===== config.mk =====
export PLATFORM = sky130hd
export DESIGN_NAME = cordic_sched
export DESIGN_NICKNAME = d
export VERILOG_FILES = /design/src/rtl/cordic_sched.sv
export SDC_FILE = /design/constraint.sdc
export NUM_CORES = 1
export LEC_CHECK = 0
export BUFFER_PORTS_ARGS = -buffer_cell sky130_fd_sc_hd__buf_2
export CAP_MARGIN = 20
export CORE_AREA = 4 4 114 116
export CTS_BUF_LIST = sky130_fd_sc_hd__clkbuf_2 sky130_fd_sc_hd__clkbuf_4 sky130_fd_sc_hd__clkbuf_8
export CTS_CLUSTER_SIZE = 24
export DETAILED_ROUTE_END_ITERATION = 10
export DIE_AREA = 0 0 118 120
export HOLD_SLACK_MARGIN = 0.02
export PLACE_DENSITY_LB_ADDON = 0.12
export SLEW_MARGIN = 20
export SYNTH_ARGS = -nofsm -noshare
export SYNTH_HDL_FRONTEND = slang
export SYNTH_SLANG_ARGS = --single-unit

===== constraint.sdc =====
create_clock -name clk -period 6.22 [get_ports clk]
set_input_delay 0.933 -clock clk [delete_from_list [all_inputs] [get_ports clk]]
set_output_delay 0.933 -clock clk [all_outputs]
set_load 0.03 [all_outputs]

===== src/rtl/cordic_sched.sv =====
// cordic_sched: round-robin sharing of one pipelined CORDIC core with tagged, credit-controlled, in-order responses
// Ports: req_valid/req_ready/req_angle (per-requester request channel), core_angle/core_cos/core_sin (shared core),
// resp_valid/resp_ready/resp_id/resp_cos/resp_sin/resp_err (FWFT response FIFO head), busy (work in flight or queued).
module cordic_sched #(
  parameter int DATA_WIDTH = 8,
  parameter int NUM_REQ = 4,
  parameter int CORDIC_LAT = 8,
  parameter int RESP_DEPTH = 4,
  parameter logic signed [DATA_WIDTH-1:0] MAX_ANGLE = 8'sb01_100100,
  localparam int IW = $clog2(NUM_REQ),
  localparam int PW = RESP_DEPTH > 1 ? $clog2(RESP_DEPTH) : 1,
  localparam int CW = $clog2(RESP_DEPTH + 1)
) (
  input  logic                          clk,
  input  logic                          rst,
  input  logic [NUM_REQ-1:0]            req_valid,
  output logic [NUM_REQ-1:0]            req_ready,
  input  logic [NUM_REQ*DATA_WIDTH-1:0] req_angle,
  output logic [DATA_WIDTH-1:0]         core_angle,
  input  logic [DATA_WIDTH-1:0]         core_cos,
  input  logic [DATA_WIDTH-1:0]         core_sin,
  output logic                          resp_valid,
  input  logic                          resp_ready,
  output logic [IW-1:0]                 resp_id,
  output logic [DATA_WIDTH-1:0]         resp_cos,
  output logic [DATA_WIDTH-1:0]         resp_sin,
  output logic                          resp_err,
  output logic                          busy
);
  localparam int EW = IW + 1 + 2 * DATA_WIDTH;
  logic [IW-1:0] ptr_q, ptr_d, gnt;
  logic found, credit, hs, illegal, push, pop;
  logic signed [DATA_WIDTH-1:0] ang;
  logic [DATA_WIDTH-1:0] angle_q, angle_d;
  logic [CORDIC_LAT:0] tv_q, tv_d, te_q, te_d;
  logic [CORDIC_LAT:0][IW-1:0] tid_q, tid_d;
  logic [RESP_DEPTH-1:0][EW-1:0] mem_q, mem_d;
  logic [PW-1:0] wr_q, wr_d, rd_q, rd_d;
  logic [CW-1:0] cnt_q, cnt_d, out_q, out_d;
  // Scan downward so the lowest offset from the pointer is the last (winning) assignment.
  always_comb begin
    gnt = '0;
    found = 1'b0;
    for (int i = NUM_REQ - 1; i >= 0; i--)
      if (req_valid[(int'(ptr_q) + i) % NUM_REQ]) begin
        gnt = IW'((int'(ptr_q) + i) % NUM_REQ);
        found = 1'b1;
      end
  end
  always_comb begin
    // Credits count tags in flight plus queued results, so a push can never find the FIFO full.
    credit = !rst && out_q < CW'(RESP_DEPTH);
    hs = found && credit;
    req_ready = hs ? (NUM_REQ'(1) << gnt) : '0;
    ang = req_angle[gnt*DATA_WIDTH +: DATA_WIDTH];
    illegal = ang > MAX_ANGLE || ang < -MAX_ANGLE;
    push = tv_q[CORDIC_LAT];
    pop = resp_ready && cnt_q != '0;
    ptr_d = hs ? (gnt == IW'(NUM_REQ - 1) ? '0 : gnt + 1'b1) : ptr_q;
    angle_d = hs ? (illegal ? '0 : ang) : angle_q;
    tv_d = {tv_q[CORDIC_LAT-1:0], hs};
    te_d = {te_q[CORDIC_LAT-1:0], illegal};
    tid_d = {tid_q[CORDIC_LAT-1:0], gnt};
    mem_d = mem_q;
    if (push)
      mem_d[wr_q] = {tid_q[CORDIC_LAT], te_q[CORDIC_LAT],
                     core_cos & {DATA_WIDTH{~te_q[CORDIC_LAT]}},
                     core_sin & {DATA_WIDTH{~te_q[CORDIC_LAT]}}};
    wr_d = push ? (wr_q == PW'(RESP_DEPTH - 1) ? '0 : wr_q + 1'b1) : wr_q;
    rd_d = pop ? (rd_q == PW'(RESP_DEPTH - 1) ? '0 : rd_q + 1'b1) : rd_q;
    cnt_d = cnt_q + CW'(push) - CW'(pop);
    out_d = out_q + CW'(hs) - CW'(pop);
    resp_valid = cnt_q != '0;
    {resp_id, resp_err, resp_cos, resp_sin} = resp_valid ? mem_q[rd_q] : '0;
    core_angle = angle_q;
    busy = |tv_q || resp_valid;
  end
  always_ff @(posedge clk) begin
    if (rst) begin
      ptr_q <= '0;
      angle_q <= '0;
      tv_q <= '0;
      te_q <= '0;
      tid_q <= '0;
      mem_q <= '0;
      wr_q <= '0;
      rd_q <= '0;
      cnt_q <= '0;
      out_q <= '0;
    end else begin
      ptr_q <= ptr_d;
      angle_q <= angle_d;
      tv_q <= tv_d;
      te_q <= te_d;
      tid_q <= tid_d;
      mem_q <= mem_d;
      wr_q <= wr_d;
      rd_q <= rd_d;
      cnt_q <= cnt_d;
      out_q <= out_d;
    end
  end
  fifo_no_overflow: assert property (@(posedge clk) disable iff (rst)
    !(push && !pop && cnt_q == CW'(RESP_DEPTH)));
endmodule


==> metrics.md, run 1 <==
| Metric | Value |
|---|---|
| Area of the die | 14200 sq um |
| Sequential fraction of the synthesis area | 0.449 |
| GRT Residual Overflow | 0 |
| Asr flop ratio synth | 0 |
| CP Launch Type | input port |
| CTS Buffer Depth | 2 |
| Final net count | roughly 800 |
| Core Box Area | 11900 sq um |
| Final min period | between 4000 and 5000 ps |
| Port buffer count | 87 |
| Reg2Reg Depth | 7 |
| Unique masters post-synth | 47 |
| Clock Latency Late Sink | ~440 ps |
| H-tree depth | 4 |
| GR Util met3 | 0.0547 |
| Crit path DAT | ~3300 ps |
| Worst hold start | tid_d[12] |
| Detailed Place HPWL | roughly 9000 um |
| GRT Overall Usage | 0.206 |
| Worst Setup SP | req_valid[1] |
| Clock sinks | 132 |
| Final setup fails | 0 |
| Post-synth EDFFs | 0 |
| Post-CTS Setup Bufs | 0 |
| Critical Path End Type | output pin |
| Height of the die | approximately 120 um |
| Leakage | between 2 and 3 nW |
| Fillers | 1135 |
| Cell area after layout | between 6000 and 7000 sq um |
| R2r endpoint | core_angle[1] |
| Setup TNS | 0 ps |
| Total number of vias | approximately 4800 |
| Clock root buffer | clkbuf_8 |
| # DRC | 0 |
| Max-Slew Margin vs Limit | 0.248 |
| Most used routing layer | met2 |
| Diode count | 0 |
| DRT antenna net count | 0 |
| Fin Clk Skew | between 10 and 15 ps |
| Placement Rows | 40 |
| Worst hold endpoint | tid_d[14] |
| Final Hold Viols | 0 |
| Routed length per instance | 15.7 um |
| Crit Path Category | in2out |
| Layout cells sized above 1 | 0.197 |
| Unrepaired setup endpoints after global routing | false |
| Syn-to-layout area delta | 14.3% |
| Yosys warnings | 0 |
| Period utilization | 0.672 |
| Max Fclk | between 0.2 and 0.25 GHz |
| Post-Syn Nets | 742 |
| Initial Utilization | 0.494 |
| Vias in the first global route | just under 5000 |
| Outcome | finished clean |
| Synth Flop Type | dfxtp_1 |
| Max-Cap Viols | 0 |
| Chip width | between 100 and 150 um |
| Area after DPL | roughly 6300 sq um |
| Initial DRT Pass Iterations | 7 |
| DR vias/cell | ~5.3 |
| P per Cell Area | approximately 350 nW/um^2 |
| Detailed Route WL | between 10000 and 15000 um |
| Syn Inst Count | approximately 670 |
| Peak supply drop | 0.252 mV |
| CP max FO | 23 |
| Routability Congestion | 0.821 |
| R2r startpoint | ptr_q[1] |
| Num CTS Buffers | 17 |
| M1 GR Usage | 0.251 |
| Slew @ Worst Pin | about 1100 ps |
| I/O Pins | 88 |
| Slew Limit Fails | 0 |
| Reg2reg setup slack | between 3000 and 4000 ps |
| # resized after CTS | 0 |
| Grt met2 use | 0.352 |
| Mean Syn Cell Area | between 8 and 9 sq um |
| Hold Path Depth | 1 |
| Synth Cell Area | about 5900 sq um |
| Hold-fix buffers, CTS | 0 |
| Initial antenna violation count | 0 |
| Global-route wire length before repair | about 24000 um |
| Largest net degree at the start of global routing | 72 |
| TritonCTS clock tree | yes |
| Worst min-delay path class | reg2reg |
| Initial DRC count | ~310 |
| FF+latch count, synth | roughly 130 |
| WP data required | between 5000 and 6000 ps |
| Worst hold slack | 432 ps |
| Worst-path clk slew | 70 ps |
[where the power goes]
part | switching, mW | internal, mW | total (mW)
combinational | 0.409 | 0.250 | 0.659
clock | 0.330 | 0.410 | 0.740
sequential | 0.0558 | 0.910 | 0.965
[worst max-delay path by stage]
stage / to / slack (ps) / cells past startpoint
floorplan: req_ready[3] / 2890 / 6
global placement: req_ready[2] / 2150 / 8
detailed placement: req_ready[2] / 2080 / 8
CTS: req_ready[2] / 2050 / 8
global route: req_ready[2] / 1830 / 8
finish: req_ready[2] / 2040 / 8
[registers in the layout, summed over array words and instances (netlist names)]
register and flops:
mem_q 76, rd_q 2, tid_d 16, out_q 3, te_q 9, ptr_q 2, core_angle 8, tid_q 2
cnt_q 3, wr_q 2, tv_q 9
[kinds of logic after synthesis]
group	after synthesis	synth area share
compound gates	118	0.125
xor+xnor	4	0.00595
fa+ha+maj	15	0.0344
buf+inv	61	0.0436
flops	132	0.449
mux	23	0.0803
simple gates	319	0.262
[placed cells by master (no fill, tap or decap), drive strengths merged, types with 2 or more instances in the layout]
cell type,instances
inv,14
o211ai,2
a221oi,7
fa,2
mux4,19
and2,32
clkinv,8
mux2i,3
nor3b,8
a31o,2
bufinv,3
nor2b,54
xnor2,2
nand3,14
xor2,2
nor3,2
nand2,174
a32o,2
buf,89
a32oi,7
or3,2
ha,13
clkbuf,19
o31ai,4
nor2,16
dfxtp,132
a211o,2
a21bo,7
nor4,9
a21oi,80
[worst max-delay path: stages]
cell and delay, ps:
buf_2 120, nor2_1 740, or4_1 760, nand2_8 100
inv_2 130, ha_1 140, and2_1 120, buf_2 190
[per-stage QoR]
step | utilization | std cells | setup slack (ps) | power (mW)
after floorplan | - | 672 | 2890 | 1.48
after global placement | 0.530 | 860 | 2150 | 1.63
after detailed placement | 0.530 | 860 | 2080 | 1.65
after CTS | 0.565 | 892 | 2050 | 2.39
after global routing | 0.565 | 892 | 1830 | 2.50
final | 0.565 | 892 | 2040 | 2.36
[synthesized netlist by cell type (6+ instances only)]
cell	instances	share of area
nor2b_1	54	0.057
mux4_2	19	0.073
a21bo_1	6	0.010
clkbuf_1	36	0.023
a32oi_1	7	0.010
nand2_1	173	0.11
nor3b_1	8	0.010
a21oi_1	80	0.068
inv_1	12	0.0077
nand3_1	14	0.012
dfxtp_1	132	0.45
nor2_1	16	0.010
nor4_1	9	0.0096
ha_1	13	0.028
a221oi_1	7	0.010
and2_1	32	0.034
[area by class of cell]
class / count / area [sq um] / share of cell area
inverter: 13 / 48.8 / 0.00725
tap: 147 / 184 / 0.0273
clock buffer: 19 / 255 / 0.0379
clock inverter: 13 / 158 / 0.0234
timing repair buffer: 89 / 453 / 0.0673
multi-input combinational: 479 / 2990 / 0.444
sequential: 132 / 2640 / 0.393
[metal layers]
metal,wire length [um],share of wire,up-vias
li1,-,-,2386
met1,6090,0.43,2210
met2,6840,0.49,140
met3,864,0.062,16
met4,216,0.015,0
met5,0,0,-
Note: power is estimated with default switching activity, not from simulation.
==> inputs of run 2 (changes only) <==
ABC_AREA = 1   (was default)
CORE_AREA = 4 4 115 117   (was 4 4 114 116)
DIE_AREA = 0 0 119 121   (was 0 0 118 120)
clock period = 4.3 ns   (was 6.22 ns; I/O delays follow)
==> metrics.md, run 2 <==
| Metric | Value |
|---|---|
| Largest reg by FF count | mem_q |
| DR vias/cell | about 4.8 |
| CP Launch Type | flop |
| Core Box Area | 12400 sq um |
| Vias in the first global route | approximately 5200 |
| GRT Overall Usage | 0.210 |
| Sequential fraction of the synthesis area | 0.438 |
| Most common cell after layout, fill and taps aside | nand2_1 |
| Post-synthesis compound-gate area fraction | 0.136 |
| I/O Pins | between 80 and 90 |
| TritonCTS clock tree | yes |
| Total number of vias | between 5000 and 6000 |
| Worst Setup EP | req_ready[3] |
| Fin Clk Skew | about 14 ps |
| Comb power frac | 0.397 |
| Post-Syn Nets | approximately 950 |
| Placement Rows | 41 |
| Seq. cell area | about 2600 sq um |
| Largest net degree at the start of global routing | 85 |
| Reg power frac | 0.333 |
| Initial antenna violation count | 0 |
| Max-Slew Margin vs Limit | 0.369 |
| Clock sinks | 132 |
| Slew Limit Fails | 0 |
| Largest register FFs | 76 |
| Peak supply drop | 0.410 mV |
| Crit-path slowest cell | dfxtp_1 |
| Crit Path Category | reg2out |
| Synth Cell Area | between 6000 and 7000 sq um |
| Outcome | finished clean |
| R2r startpoint | wr_q[1] |
| Synth top area cells | dfxtp_1, nand2_1, nor2_1, a21oi_1, inv_1 |
| Largest area contributor in the netlist | dfxtp_1 |
| Cell count along the critical path | 9 |
| Syn Inst Count | ~900 |
| Diode count | 0 |
| Period utilization | 0.757 |
| Routability Congestion | just over 0.8 |
| Asr flop ratio synth | 0 |
| Leakage | 2.93 nW |
| Area share of the leading cell type in the synthesized netlist | 0.438 |
| Post-synthesis xor/xnor area fraction | 0.00291 |
| Layout cells sized above 1 | 0.156 |
| Clock share of power | 0.270 |
| Port buffer count | between 80 and 90 |
| Post-CTS Setup Bufs | 0 |
| Reg2reg setup slack | around 1600 ps |
| Ordered list of cells on the worst path | inv_6 -> nand2_1 -> nand2_1 -> nand2_1 -> nor3_1 -> nor3_2 -> inv_1 -> nor2_1 -> buf_2 |
| Setup TNS | 0 ps |
| Slew @ Worst Pin | between 900 and 1000 ps |
| Mean Syn Cell Area | ~6.9 sq um |
| Detailed Route WL | ~14000 um |
| Worst min-delay path class | reg2reg |
| Detailed Place HPWL | roughly 8800 um |
| Fillers | 1291 |
| Top-count cell post-synth | nand2_1 |
| Max Fclk | approximately 0.31 GHz |
| Crit path DAT | between 2000 and 3000 ps |
| Most frequent cells in the layout | nand2_1, nor2_1, dfxtp_1 |
| CP top delay family | simple AND/OR/NAND/NOR gates |
| Synth Flop Type | dfxtp_1 |
| Final Hold Viols | 0 |
| Initial DRC count | 451 |
| Yosys warnings | 0 |
| WP data required | roughly 3700 ps |
| Clock Latency Late Sink | ~450 ps |
| Reg2Reg Depth | 6 |
| Post-layout power | 4.15 mW |
| DRT antenna net count | 0 |
| R2r endpoint | mem_q[19] |
| Combinational family with the most area after synthesis | simple AND/OR/NAND/NOR gates |
| Routed length per instance | between 10 and 15 um |
| Num CTS Buffers | 17 |
| FF+latch count, synth | 132 |
| Pint | between 2 and 2.5 mW |
| CP max FO | 20 |
| Unrepaired setup endpoints after global routing | false |
| Initial DRT Pass Iterations | 5 |
| Synth Area in Simple Gates | 0.297 |
| Critical Path End Type | output pin |
| CTS Buffer Depth | 2 |
| Mux contribution to synthesized area | 0 |
| GRT Residual Overflow | 0 |
| Area of the die | 14400 sq um |
| Bufs and invs on worst path | 3 |
| Chip width | roughly 120 um |
| Switch Pwr | about 1.7 mW |
| Final setup fails | 0 |
| Sw Ratio | 0.412 |
| Worst-path clk slew | 80 ps |
| P per Cell Area | 598 nW/um^2 |
| Hold-fix buffers, CTS | 0 |
| Height of the die | between 100 and 150 um |
| Top cell types by occurrence after synthesis | nand2_1, nor2_1, dfxtp_1 |
| Synth Area in Adders | 0.0336 |
| CP peak stage delay | roughly 620 ps |
| # resized after CTS | 0 |
| Initial Utilization | 0.488 |
| Max-Cap Viols | 0 |
| Final net count | slightly above 1000 |
| Clock root buffer | clkbuf_8 |
| Post-synth EDFFs | 0 |
| Area of the multi-input gates | 2840 sq um |
| Global-route wire length before repair | about 25000 um |
| Final min period | 3260 ps |
| Cell mode on critical path | nand2_1 |
| Worst Setup SP | ptr_q[0] |
| Unique masters post-synth | 33 |
| Syn-to-layout area delta | 15.1% |
| # DRC | 0 |
| H-tree depth | 4 |
run 2: power by group through the flow:
stage	clock, mW	sequential, mW	combinational, mW
after floorplan	0	1.44	1.25
after global placement	0	1.41	1.65
after detailed placement	0	1.41	1.66
after CTS	1.14	1.38	1.67
after global routing	1.20	1.40	1.86
final	1.12	1.38	1.65
run 2: area by class of cell:
cell class,count,area share
multi-input cells,609,0.409
flip-flops and latches,132,0.381
repair buffers,92,0.0685
inverters,89,0.0489
clock buffers,21,0.0407
well taps,172,0.0310
clock inverters,11,0.0213
run 2: cell families after synthesis:
family | count (synthesis)
simple gates | 430
compound gates | 162
buf+inv | 138
flops | 132
fa+ha+maj | 15
xor+xnor | 2
run 2: worst reg2reg max path, stage by stage, from the launching register on:
cell and delay (ps):
dfxtp_1 360, inv_1 80, ha_1 170, nand2_1 690, clkinv_1 920, nand2_1 260
a21oi_1 80
run 2: worst min-delay path by stage:
stage	start	end	depth (start not counted)	slack [ps]
2_1_floorplan	te_q[0]	te_q[1]	2	390
5_1_grt	tid_d[12]	tid_d[14]	2	410
3_3_place_gp	tid_d[14]	tid_d[16]	2	390
3_5_place_dp	tid_d[14]	tid_d[16]	2	390
4_1_cts	tid_d[17]	tid_q[17]	2	400
6_report	tid_d[17]	tid_q[17]	2	400
run 2: through the flow:
step	util	hold WS (ps)	worst slack, ps	instances	instance area (sq um)
2_1_floorplan	-	388	1590	879	6030
3_3_place_gp	0.527	389	1410	1094	6510
3_5_place_dp	0.527	392	1400	1094	6510
4_1_cts	0.561	397	1000	1126	6940
5_1_grt	0.561	410	765	1126	6940
6_report	0.561	398	1040	1126	6940
run 2: per-layer routing:
metal,share of wire,up-vias,routed length [um],track usage
met1,0.46,2432,6720,0.269
met4,0.018,0,267,0.0666
li1,-,2864,-,-
met2,0.46,127,6690,0.349
met5,0,-,0,0
met3,0.056,21,809,0.0527
==> inputs of run 3 (changes only) <==
clock period = 2.7 ns   (was 4.3 ns; I/O delays follow)
==> metrics.md, run 3 (synthesis gave the netlist of run 2 again) <==
| Metric | Value |
|---|---|
| Routed length per instance | roughly 13 um |
| Height of the die | about 120 um |
| Initial antenna violation count | 0 |
| Most common cell after layout, fill and taps aside | nand2_1 |
| Area of the die | ~14000 sq um |
| Post-layout power | 6.71 mW |
| Critical Path End Type | output pin |
| Pint | 3.99 mW |
| Placement Rows | 41 |
| Period utilization | 0.925 |
| Clock sinks | roughly 130 |
| Layout cells sized above 1 | 0.179 |
| Unrepaired setup endpoints after global routing | false |
| Fin Clk Skew | ~11 ps |
| CTS Buffer Depth | 2 |
| Diode count | 0 |
| Hold-fix buffers, CTS | 0 |
| Slew @ Worst Pin | about 800 ps |
| Crit Path Category | reg2out |
| Fillers | between 1000 and 1500 |
| Switch Pwr | about 2.7 mW |
| Most frequent cells in the layout | nand2_1, nor2_1, dfxtp_1 |
| Hold Path Depth | 5 |
| Peak supply drop | approximately 0.84 mV |
| GRT Residual Overflow | 0 |
| Max-Cap Viols | 0 |
| Worst hold start | core_cos[5] |
| Comb power frac | 0.420 |
| Final Hold Viols | 0 |
| Area after DPL | about 6600 sq um |
| Worst hold endpoint | mem_q[13] |
| GRT Overall Usage | 0.210 |
| Largest net degree at the start of global routing | 66 |
| Final min period | 2500 ps |
| Chip width | about 120 um |
| Reg2Reg Depth | 12 |
| Clock Latency Late Sink | 440 ps |
| Global-route wire length before repair | between 20000 and 25000 um |
| WP data required | 2300 ps |
| Clock share of power | 0.252 |
| Initial DRT Pass Iterations | 4 |
| DR vias/cell | between 4 and 5 |
| P per Cell Area | approximately 940 nW/um^2 |
| Syn-to-layout area delta | 17.8% |
| Largest reg by FF count | mem_q |
| CP max FO | 8 |
| Reg power frac | 0.327 |
| Sw Ratio | 0.405 |
| Slew Limit Fails | 0 |
| Vias in the first global route | 5089 |
| Detailed Place HPWL | between 8000 and 9000 um |
| Initial DRC count | just over 400 |
| Final net count | approximately 1000 |
| Core Box Area | about 12000 sq um |
| Port buffer count | 87 |
| Initial Utilization | 0.488 |
| Num CTS Buffers | 17 |
| R2r startpoint | cnt_q[1] |
| CP Launch Type | flop |
| # DRC | 0 |
| TritonCTS clock tree | yes |
| Placed cells | between 1000 and 1500 |
| Final core occ | 0.574 |
| I/O Pins | between 80 and 90 |
| Clock root buffer | clkbuf_8 |
| Worst min-delay path class | in2reg |
| Cell area after layout | between 7000 and 8000 sq um |
| Max-Slew Margin vs Limit | 0.451 |
| Crit path DAT | 2090 ps |
| Detailed Route WL | between 10000 and 15000 um |
| Total number of vias | between 5000 and 6000 |
| Outcome | finished clean |
| Reg2reg setup slack | 350 ps |
| Worst-path clk slew | 70 ps |
| R2r endpoint | cnt_q[2] |
| DRT antenna net count | 0 |
| Final setup fails | 0 |
| Setup TNS | 0 ps |
| H-tree depth | 4 |
| Max Fclk | around 0.4 GHz |
| Finished Layout Cells | between 1000 and 1500 |
| Leakage | approximately 3 nW |
| Largest register FFs | between 70 and 80 |
| Routability Congestion | around 0.83 |
[run 3: layout make-up]
cell class / count / area, sq um / share of cell area
repair buffers: 111 / 629 / 0.0886
flip-flops and latches: 132 / 2650 / 0.373
well taps: 172 / 215 / 0.0303
inverters: 89 / 342 / 0.0481
clock buffers: 24 / 318 / 0.0447
clock inverters: 8 / 97.6 / 0.0137
multi-input cells: 609 / 2850 / 0.402
[run 3: power by group through the flow]
stage / clock network [mW] / logic [mW] / registers (mW)
after global placement: 0 / 2.65 / 2.24
after CTS: 1.74 / 2.74 / 2.20
final: 1.69 / 2.82 / 2.20
after floorplan: 0 / 1.99 / 2.30
after global routing: 1.83 / 3.18 / 2.21
after detailed placement: 0 / 2.67 / 2.24
[run 3: routing by layer]
layer	global-route usage	up-vias	part of all wire
li1	-	2911	-
met1	0.254	2442	0.45
met2	0.359	120	0.48
met3	0.0545	19	0.045
met4	0.0768	0	0.019
met5	0	-	0
[run 3: how the worst max path moves through the flow]
| stage | slack, ps | depth (start not counted) | startpoint | end |
|---|---|---|---|---|
| floorplan | 370 | 12 | cnt_q[1] | out_q[2] |
| global placement | 210 | 12 | ptr_q[0] | req_ready[2] |
| detailed placement | 160 | 12 | ptr_q[0] | req_ready[2] |
| CTS | 10 | 13 | ptr_q[0] | req_ready[2] |
| global route | 7 | 13 | ptr_q[0] | req_ready[0] |
| finish | 200 | 13 | ptr_q[0] | req_ready[2] |
[run 3: critical path, cell delays in order, from the launching register on]
cell and delay (ps):
dfxtp_4 400, buf_4 140, nand2_1 50, nand2_1 80, nand2_1 70, nand3_2 100
nand2_2 90, nand2_8 120, nand2_8 70, inv_4 70, ha_1 130, inv_1 40
nor2_1 120, buf_4 180
[run 3: stage by stage]
step                hold slack [ps]  worst slack [ps]
finish                          315               202
global route                    306              6.96
CTS                             274              9.92
detailed placement              392               157
global placement                388               213
floorplan                       388               369
[run 3: timing repair]
item,CTS,global route
pin swaps,0,3
buffers inserted,2,8
resized for setup,5,11
endpoints found under the setup margin,4,4
